### src/rtl/lsu_io_access_ctrl_pkg.sv
// Shared types and constants for the LSU uncached IO access path.
package lsu_io_access_ctrl_pkg;

   typedef enum logic [2:0] {
      StIdle,
      StWaitCommit,
      StReq,
      StResp,
      StDone
   } io_state_e;

   localparam logic [1:0] LSU_SIZE_B = 2'd0;
   localparam logic [1:0] LSU_SIZE_H = 2'd1;
   localparam logic [1:0] LSU_SIZE_W = 2'd2;
   localparam logic [1:0] LSU_SIZE_D = 2'd3;

   localparam int unsigned IO_TIMEOUT_DEFAULT = 1024;

   // Natural alignment: offset must be a multiple of the access size in bytes.
   function automatic logic lsu_is_misaligned(input logic [1:0] size, input logic [2:0] offset);
      logic r;
      r = 1'b0;
      case (size)
         LSU_SIZE_H: r = offset[0];
         LSU_SIZE_W: r = |offset[1:0];
         LSU_SIZE_D: r = |offset;
         default:    r = 1'b0;
      endcase
      return r;
   endfunction

endpackage

### src/rtl/lsu_io_data_align.sv
// Byte-lane alignment for an 8-byte data lane: store shift/strobes and load shift/extend.
module lsu_io_data_align
   import lsu_io_access_ctrl_pkg::*;
#(
   parameter int unsigned XLEN = 64
) (
   input  logic [1:0]        i_size,
   input  logic [2:0]        i_offset,
   input  logic              i_unsigned,
   input  logic [XLEN-1:0]   i_st_data,
   output logic [XLEN-1:0]   o_st_data,
   output logic [XLEN/8-1:0] o_st_mask,
   input  logic [XLEN-1:0]   i_ld_data,
   output logic [XLEN-1:0]   o_ld_data
);

   localparam int unsigned NB = XLEN / 8;

   logic [5:0]      w_shamt;
   logic [NB-1:0]   w_base_mask;
   logic [XLEN-1:0] w_ld_sh;
   logic            w_sx;

   assign w_shamt = {i_offset, 3'b000};

   always_comb begin
      w_base_mask = NB'(8'h01);
      case (i_size)
         LSU_SIZE_H: w_base_mask = NB'(8'h03);
         LSU_SIZE_W: w_base_mask = NB'(8'h0F);
         LSU_SIZE_D: w_base_mask = NB'(8'hFF);
         default:    w_base_mask = NB'(8'h01);
      endcase
   end

   assign o_st_mask = w_base_mask << i_offset;
   assign o_st_data = i_st_data << w_shamt;
   assign w_ld_sh   = i_ld_data >> w_shamt;

   always_comb begin
      w_sx      = 1'b0;
      o_ld_data = w_ld_sh;
      case (i_size)
         LSU_SIZE_B: begin
            w_sx      = ~i_unsigned & w_ld_sh[7];
            o_ld_data = {{(XLEN-8){w_sx}}, w_ld_sh[7:0]};
         end
         LSU_SIZE_H: begin
            w_sx      = ~i_unsigned & w_ld_sh[15];
            o_ld_data = {{(XLEN-16){w_sx}}, w_ld_sh[15:0]};
         end
         LSU_SIZE_W: begin
            w_sx      = ~i_unsigned & w_ld_sh[31];
            o_ld_data = {{(XLEN-32){w_sx}}, w_ld_sh[31:0]};
         end
         default: begin
            w_sx      = 1'b0;
            o_ld_data = w_ld_sh;
         end
      endcase
   end

endmodule

### src/rtl/lsu_io_access_ctrl.sv
// Sequences one non-speculative uncached IO load/store at a time onto the IO bus and
// reports completion back to the LSQ.
module lsu_io_access_ctrl
   import lsu_io_access_ctrl_pkg::*;
#(
   parameter int unsigned PHYSICAL_ADDR_LEN = 56,
   parameter int unsigned XLEN              = 64,
   parameter int unsigned LSQ_TAG_WIDTH     = 4,
   parameter int unsigned IO_TIMEOUT        = IO_TIMEOUT_DEFAULT
) (
   input  logic                         clk,
   input  logic                         rst,
   input  logic                         flush,
   input  logic                         lsq_io_req_vld_i,
   output logic                         lsq_io_req_rdy_o,
   input  logic                         lsq_io_req_is_ld_i,
   input  logic [PHYSICAL_ADDR_LEN-1:0] lsq_io_req_paddr_i,
   input  logic [XLEN-1:0]              lsq_io_req_wdata_i,
   input  logic [1:0]                   lsq_io_req_size_i,
   input  logic                         lsq_io_req_unsigned_i,
   input  logic [LSQ_TAG_WIDTH-1:0]     lsq_io_req_tag_i,
   input  logic                         rob_io_commit_i,
   output logic                         io_bus_req_vld_o,
   input  logic                         io_bus_req_rdy_i,
   output logic                         io_bus_req_we_o,
   output logic [PHYSICAL_ADDR_LEN-1:0] io_bus_req_addr_o,
   output logic [XLEN-1:0]              io_bus_req_wdata_o,
   output logic [XLEN/8-1:0]            io_bus_req_wmask_o,
   input  logic                         io_bus_resp_vld_i,
   input  logic [XLEN-1:0]              io_bus_resp_data_i,
   input  logic                         io_bus_resp_err_i,
   output logic                         io_lsq_done_vld_o,
   output logic [LSQ_TAG_WIDTH-1:0]     io_lsq_done_tag_o,
   output logic [XLEN-1:0]              io_lsq_done_data_o,
   output logic                         io_lsq_done_err_o
);

   localparam int unsigned CNT_W = $clog2(IO_TIMEOUT);

   io_state_e                    r_state;
   logic                         r_rdy;
   logic                         r_bus_vld;
   logic                         r_is_ld;
   logic [PHYSICAL_ADDR_LEN-1:0] r_paddr;
   logic [XLEN-1:0]              r_wdata;
   logic [1:0]                   r_size;
   logic                         r_unsigned;
   logic [LSQ_TAG_WIDTH-1:0]     r_tag;
   logic [CNT_W-1:0]             r_cnt;
   logic                         r_done_vld;
   logic [XLEN-1:0]              r_done_data;
   logic                         r_done_err;

   logic [XLEN-1:0]              w_st_data;
   logic [XLEN/8-1:0]            w_st_mask;
   logic [XLEN-1:0]              w_ld_data;
   logic                         w_misaligned;

   lsu_io_data_align #(
      .XLEN (XLEN)
   ) u_align (
      .i_size     (r_size),
      .i_offset   (r_paddr[2:0]),
      .i_unsigned (r_unsigned),
      .i_st_data  (r_wdata),
      .o_st_data  (w_st_data),
      .o_st_mask  (w_st_mask),
      .i_ld_data  (io_bus_resp_data_i),
      .o_ld_data  (w_ld_data)
   );

   assign w_misaligned = lsu_is_misaligned(r_size, r_paddr[2:0]);

   always_ff @(posedge clk) begin
      if (rst) begin
         r_state     <= StIdle;
         r_rdy       <= 1'b0;
         r_bus_vld   <= 1'b0;
         r_is_ld     <= 1'b0;
         r_paddr     <= '0;
         r_wdata     <= '0;
         r_size      <= LSU_SIZE_B;
         r_unsigned  <= 1'b0;
         r_tag       <= '0;
         r_cnt       <= '0;
         r_done_vld  <= 1'b0;
         r_done_data <= '0;
         r_done_err  <= 1'b0;
      end else begin
         r_done_vld <= 1'b0;
         case (r_state)
            StIdle: begin
               r_rdy <= 1'b1;
               // A flush in the accept cycle kills the request before it is captured.
               if (lsq_io_req_vld_i && r_rdy && !flush) begin
                  r_is_ld    <= lsq_io_req_is_ld_i;
                  r_paddr    <= lsq_io_req_paddr_i;
                  r_wdata    <= lsq_io_req_wdata_i;
                  r_size     <= lsq_io_req_size_i;
                  r_unsigned <= lsq_io_req_unsigned_i;
                  r_tag      <= lsq_io_req_tag_i;
                  r_rdy      <= 1'b0;
                  r_state    <= StWaitCommit;
               end
            end
            StWaitCommit: begin
               if (flush) begin
                  r_rdy   <= 1'b1;
                  r_state <= StIdle;
               end else if (rob_io_commit_i) begin
                  if (w_misaligned) begin
                     r_done_vld  <= 1'b1;
                     r_done_err  <= 1'b1;
                     r_done_data <= '0;
                     r_state     <= StDone;
                  end else begin
                     r_bus_vld <= 1'b1;
                     r_state   <= StReq;
                  end
               end
            end
            StReq: begin
               if (io_bus_req_rdy_i) begin
                  r_bus_vld <= 1'b0;
                  r_cnt     <= '0;
                  r_state   <= StResp;
               end
            end
            StResp: begin
               r_cnt <= r_cnt + 1'b1;
               // A response in the limit cycle still wins over the timeout.
               if (io_bus_resp_vld_i) begin
                  r_done_vld  <= 1'b1;
                  r_done_err  <= io_bus_resp_err_i;
                  r_done_data <= (io_bus_resp_err_i || !r_is_ld) ? '0 : w_ld_data;
                  r_state     <= StDone;
               end else if (r_cnt == CNT_W'(IO_TIMEOUT - 1)) begin
                  r_done_vld  <= 1'b1;
                  r_done_err  <= 1'b1;
                  r_done_data <= '0;
                  r_state     <= StDone;
               end
            end
            StDone: begin
               r_rdy   <= 1'b1;
               r_state <= StIdle;
            end
            default: begin
               r_state <= StIdle;
            end
         endcase
      end
   end

   assign lsq_io_req_rdy_o   = r_rdy;
   assign io_bus_req_vld_o   = r_bus_vld;
   assign io_bus_req_we_o    = r_bus_vld & ~r_is_ld;
   assign io_bus_req_addr_o  = r_bus_vld ? {r_paddr[PHYSICAL_ADDR_LEN-1:3], 3'b000} : '0;
   assign io_bus_req_wdata_o = r_bus_vld ? w_st_data : '0;
   assign io_bus_req_wmask_o = r_bus_vld ? w_st_mask : '0;

   assign io_lsq_done_vld_o  = r_done_vld;
   assign io_lsq_done_tag_o  = r_tag;
   assign io_lsq_done_data_o = r_done_data;
   assign io_lsq_done_err_o  = r_done_err;

endmodule

### config.mk
export PLATFORM = sky130hd
export DESIGN_NAME = lsu_io_access_ctrl
export DESIGN_NICKNAME = d
export VERILOG_FILES = /design/src/rtl/lsu_io_access_ctrl_pkg.sv /design/src/rtl/lsu_io_data_align.sv /design/src/rtl/lsu_io_access_ctrl.sv
export SDC_FILE = /design/constraint.sdc
export NUM_CORES = 1
export LEC_CHECK = 0
export CAP_MARGIN = 20
export CORE_MARGIN = 5
export CORE_UTILIZATION = 47
export DETAILED_ROUTE_END_ITERATION = 12
export HOLD_SLACK_MARGIN = 0.12
export PLACE_DENSITY_LB_ADDON = 0.3
export SLEW_MARGIN = 15
export SYNTH_ARGS = -nofsm -noshare
export SYNTH_HDL_FRONTEND = slang
export SYNTH_SLANG_ARGS = --single-unit
### constraint.sdc
create_clock -name clk -period 2.2 [get_ports clk]
set_input_delay 0.33 -clock clk [delete_from_list [all_inputs] [get_ports clk]]
set_output_delay 0.33 -clock clk [all_outputs]
set_load 0.1 [all_outputs]
==> results.sh <==
export IMPL_clk_latency_ns=0.53
export IMPL_final_antenna_net_count=0
export IMPL_hold_viol_final=0
export IMPL_grt_first_pass_wirelength_um=73300
export IMPL_ys_warnings_count=0
export IMPL_yosys_top_cells_count="nand2_1, dfxtp_1, a21oi_1, mux2i_1, nor2_1"
export IMPL_worstMarginPinSlew_ns=0.615
export IMPL_die_w_um=169
export IMPL_hold_path_class="input port to flip-flop"
export IMPL_endpoint_kind="primary output"
export IMPL_maxCapViolCount=0
export IMPL_fin_crit_ns=2.58
export IMPL_maxSlewViolCount=0
export IMPL_grt_pass1_vias=12813
export IMPL_setup_viol=112
export IMPL_first_pass_iters=7
export IMPL_synthCells=1448
export IMPL_cp_slowest_cell="dfxtp_4"
export IMPL_wire_per_inst_um=23.4
export IMPL_hpwl_um=34700
export IMPL_numCtsBuffers=24
export IMPL_root_buffer="clkbuf_16"
export IMPL_gr_total_overflow=0
export IMPL_io_buffer_count=397
export IMPL_crit_type="flip-flop to primary output"
export IMPL_worstPathArrival_ns=2.25
export IMPL_grt_max_degree=135
export IMPL_cts_tree="done"
export IMPL_synth_largest_area_cell="dfxtp_1"
export IMPL_place_congestion=0.978
export IMPL_synth_most_common_cell="nand2_1"
export IMPL_grt_antenna_before_repair=5
export IMPL_final_seq_area_mm2=0.00420
export IMPL_holdWs_ns=0.352
export IMPL_core_mm2=0.0250
export IMPL_fin_crit_sh=1.17
export IMPL_ios=401
export IMPL_fmaxAchievable_mhz=387
export IMPL_synthesis_area_mm2=0.0118
export IMPL_syn_avg_cell_area_um2=8.17
export IMPL_fillerInstances=1491
export IMPL_drc=0
export IMPL_vias=13396
export IMPL_yosysUniqueCellTypes=60
export IMPL_cts_sinks=209
export IMPL_rsz0062_at_grt="true"
export IMPL_async_flop_share=0
export IMPL_clk_pin_slew_worst_paths_ns=0.06
export IMPL_vias_per_cell=5.99
export IMPL_max_stage_delay_ns=0.47
export IMPL_h_tree_depth=1
export IMPL_wirelength_um=52400
export IMPL_final_nets=2087
export IMPL_synth_top_area_share=0.354
export IMPL_post_place_ws_ns=0.0157
export IMPL_cts_max_path_buffers=3
export IMPL_critPathMaxFanout=9
export IMPL_fp_row_count=58
export IMPL_synth_area_leaders="dfxtp_1, nand2_1, mux2i_1"
export IMPL_synth_edf_count=0
export IMPL_total_power_mw=11.8
export IMPL_drtIter0Drc=1525
export IMPL_power_density_mw_per_mm2=581
export IMPL_status="finished, violations left"
export IMPL_power_ir_vdd_worst_mv=0.635
export IMPL_crit_chain="buf_6 > mux2_2 > nor2_1 > a21oi_1 > mux2i_2 > nor2b_4 > buf_12"
export IMPL_setup_tns_ns=-21.33
export IMPL_critPathLaunchType="flip-flop"
export IMPL_p_leak_nw=7.42
export IMPL_multi_input_area_mm2=0.00812
export IMPL_slew_headroom=0.588
export IMPL_drive_gt1_frac=0.362
export IMPL_setup_ws_ns=-0.383
export IMPL_synth_flop_cell="dfxtp_1"
export IMPL_violations="negative setup slack"
export IMPL_start_util=0.474
export IMPL_required_ns=1.87
export IMPL_ys_ff_latch=209
export IMPL_die_area_mm2=0.0284
export IMPL_area_delta_synth_final_pct=71.1
export IMPL_ys_seq_area_frac=0.354
export IMPL_die_h_um=169
export IMPL_skew_ns=0.0133
export IMPL_track_usage=0.324
==> power breakdown <==
group	switching (mW)	internal (mW)
combinational	2.00	1.59
clock	1.71	2.21
sequential	0.267	3.99
==> layer usage <==
metal | part of all wire | track usage
met1 | 0.35 | 0.385
met2 | 0.46 | 0.533
met3 | 0.12 | 0.0972
met4 | 0.062 | 0.164
met5 | 0.00023 | 0
==> worst max-delay path, delay by kind of cell (launching register included) <==
family | cells | cell delay [ns]
AND/OR/NAND/NOR | 2 | 0.17
AO/OA/AOI/OAI | 1 | 0.08
buffers and inverters | 2 | 0.37
multiplexers | 2 | 0.64
flip-flops | 1 | 0.47
==> path summary, 6_finish.rpt <==
check,startpoint,endpoint,slack [ns],cells after the start
worst max-delay path,r_paddr[0],io_bus_req_wdata_o[56],-0.38,7
worst min-delay path,lsq_io_req_paddr_i[36],r_paddr[36],0.35,3
worst max register to register,r_paddr[1],io_lsq_done_data_o[54],-0.17,11
worst min register to register,r_paddr[45],r_paddr[45],0.45,2
==> kinds of logic after synthesis <==
family          count (synthesis)  synth area share
buf+inv                       129            0.0586
simple gates                  608             0.233
mux                           151             0.171
fa+ha+maj                       1           0.00106
other cells                     1          0.000317
compound gates                349             0.182
flops                         209             0.354
==> placed cells by master, fill, tap and decap left out, types with 10 or more instances in the layout <==
cell type and n:
a211oi_1 14, a21oi_1 161, a22oi_1 12, a2bb2oi_1 12, and2_1 14, and2_2 49, and2_4 13, buf_12 145
buf_4 140, buf_6 31, clkbuf_16 27, clkdlybuf4s50_1 198, dfxtp_1 205, mux2i_1 68, mux2i_2 14, mux2i_4 17
mux4_2 39, nand2_1 341, nor2_1 70, nor2_4 17, nor2b_4 27, o211ai_1 10, o21ai_0 26, o21ai_2 36
o22ai_1 14
==> timing repair <==
action / 4_1_cts / 5_1_grt
buffers inserted: 20 / 31
endpoints found under the setup margin: 71 / 115
hold buffers: 1 / 0
endpoints found under the hold margin: 9 / 0
resized for setup: 130 / 92
gates cloned: 6 / 5
pin swaps: 15 / 21
==> through the flow <==
stage,area [um^2],utilization,cells
after floorplan,12300,-,1450
after global placement,17900,0.716,2130
after detailed placement,17900,0.716,2130
after CTS,19500,0.780,2199
after global routing,20200,0.810,2237
final,20200,0.810,2237
==> final cells by class <==
type | count | share of cell area
Clock inverter | 15 | 0.00643
Clock buffer | 28 | 0.0314
Multi-Input combinational cell | 1113 | 0.402
Timing Repair inverter | 1 | 0.000433
Sequential cell | 209 | 0.208
Tap cell | 330 | 0.0204
Antenna cell | 4 | 0.000495
Inverter | 6 | 0.00254
Timing Repair Buffer | 531 | 0.329
==> flip-flops by register name (all words and copies together), names as in the netlist <==
name and cells:
r_state 3, io_bus_req_vld_o 1, r_wdata 64, io_lsq_done_data_o 64
r_paddr 56, io_lsq_done_tag_o 4, r_unsigned 1, r_is_ld 1
r_size 2, io_lsq_done_err_o 1, r_cnt 10, lsq_io_req_rdy_o 1
io_lsq_done_vld_o 1
Note: power is estimated with default switching activity, not from simulation.
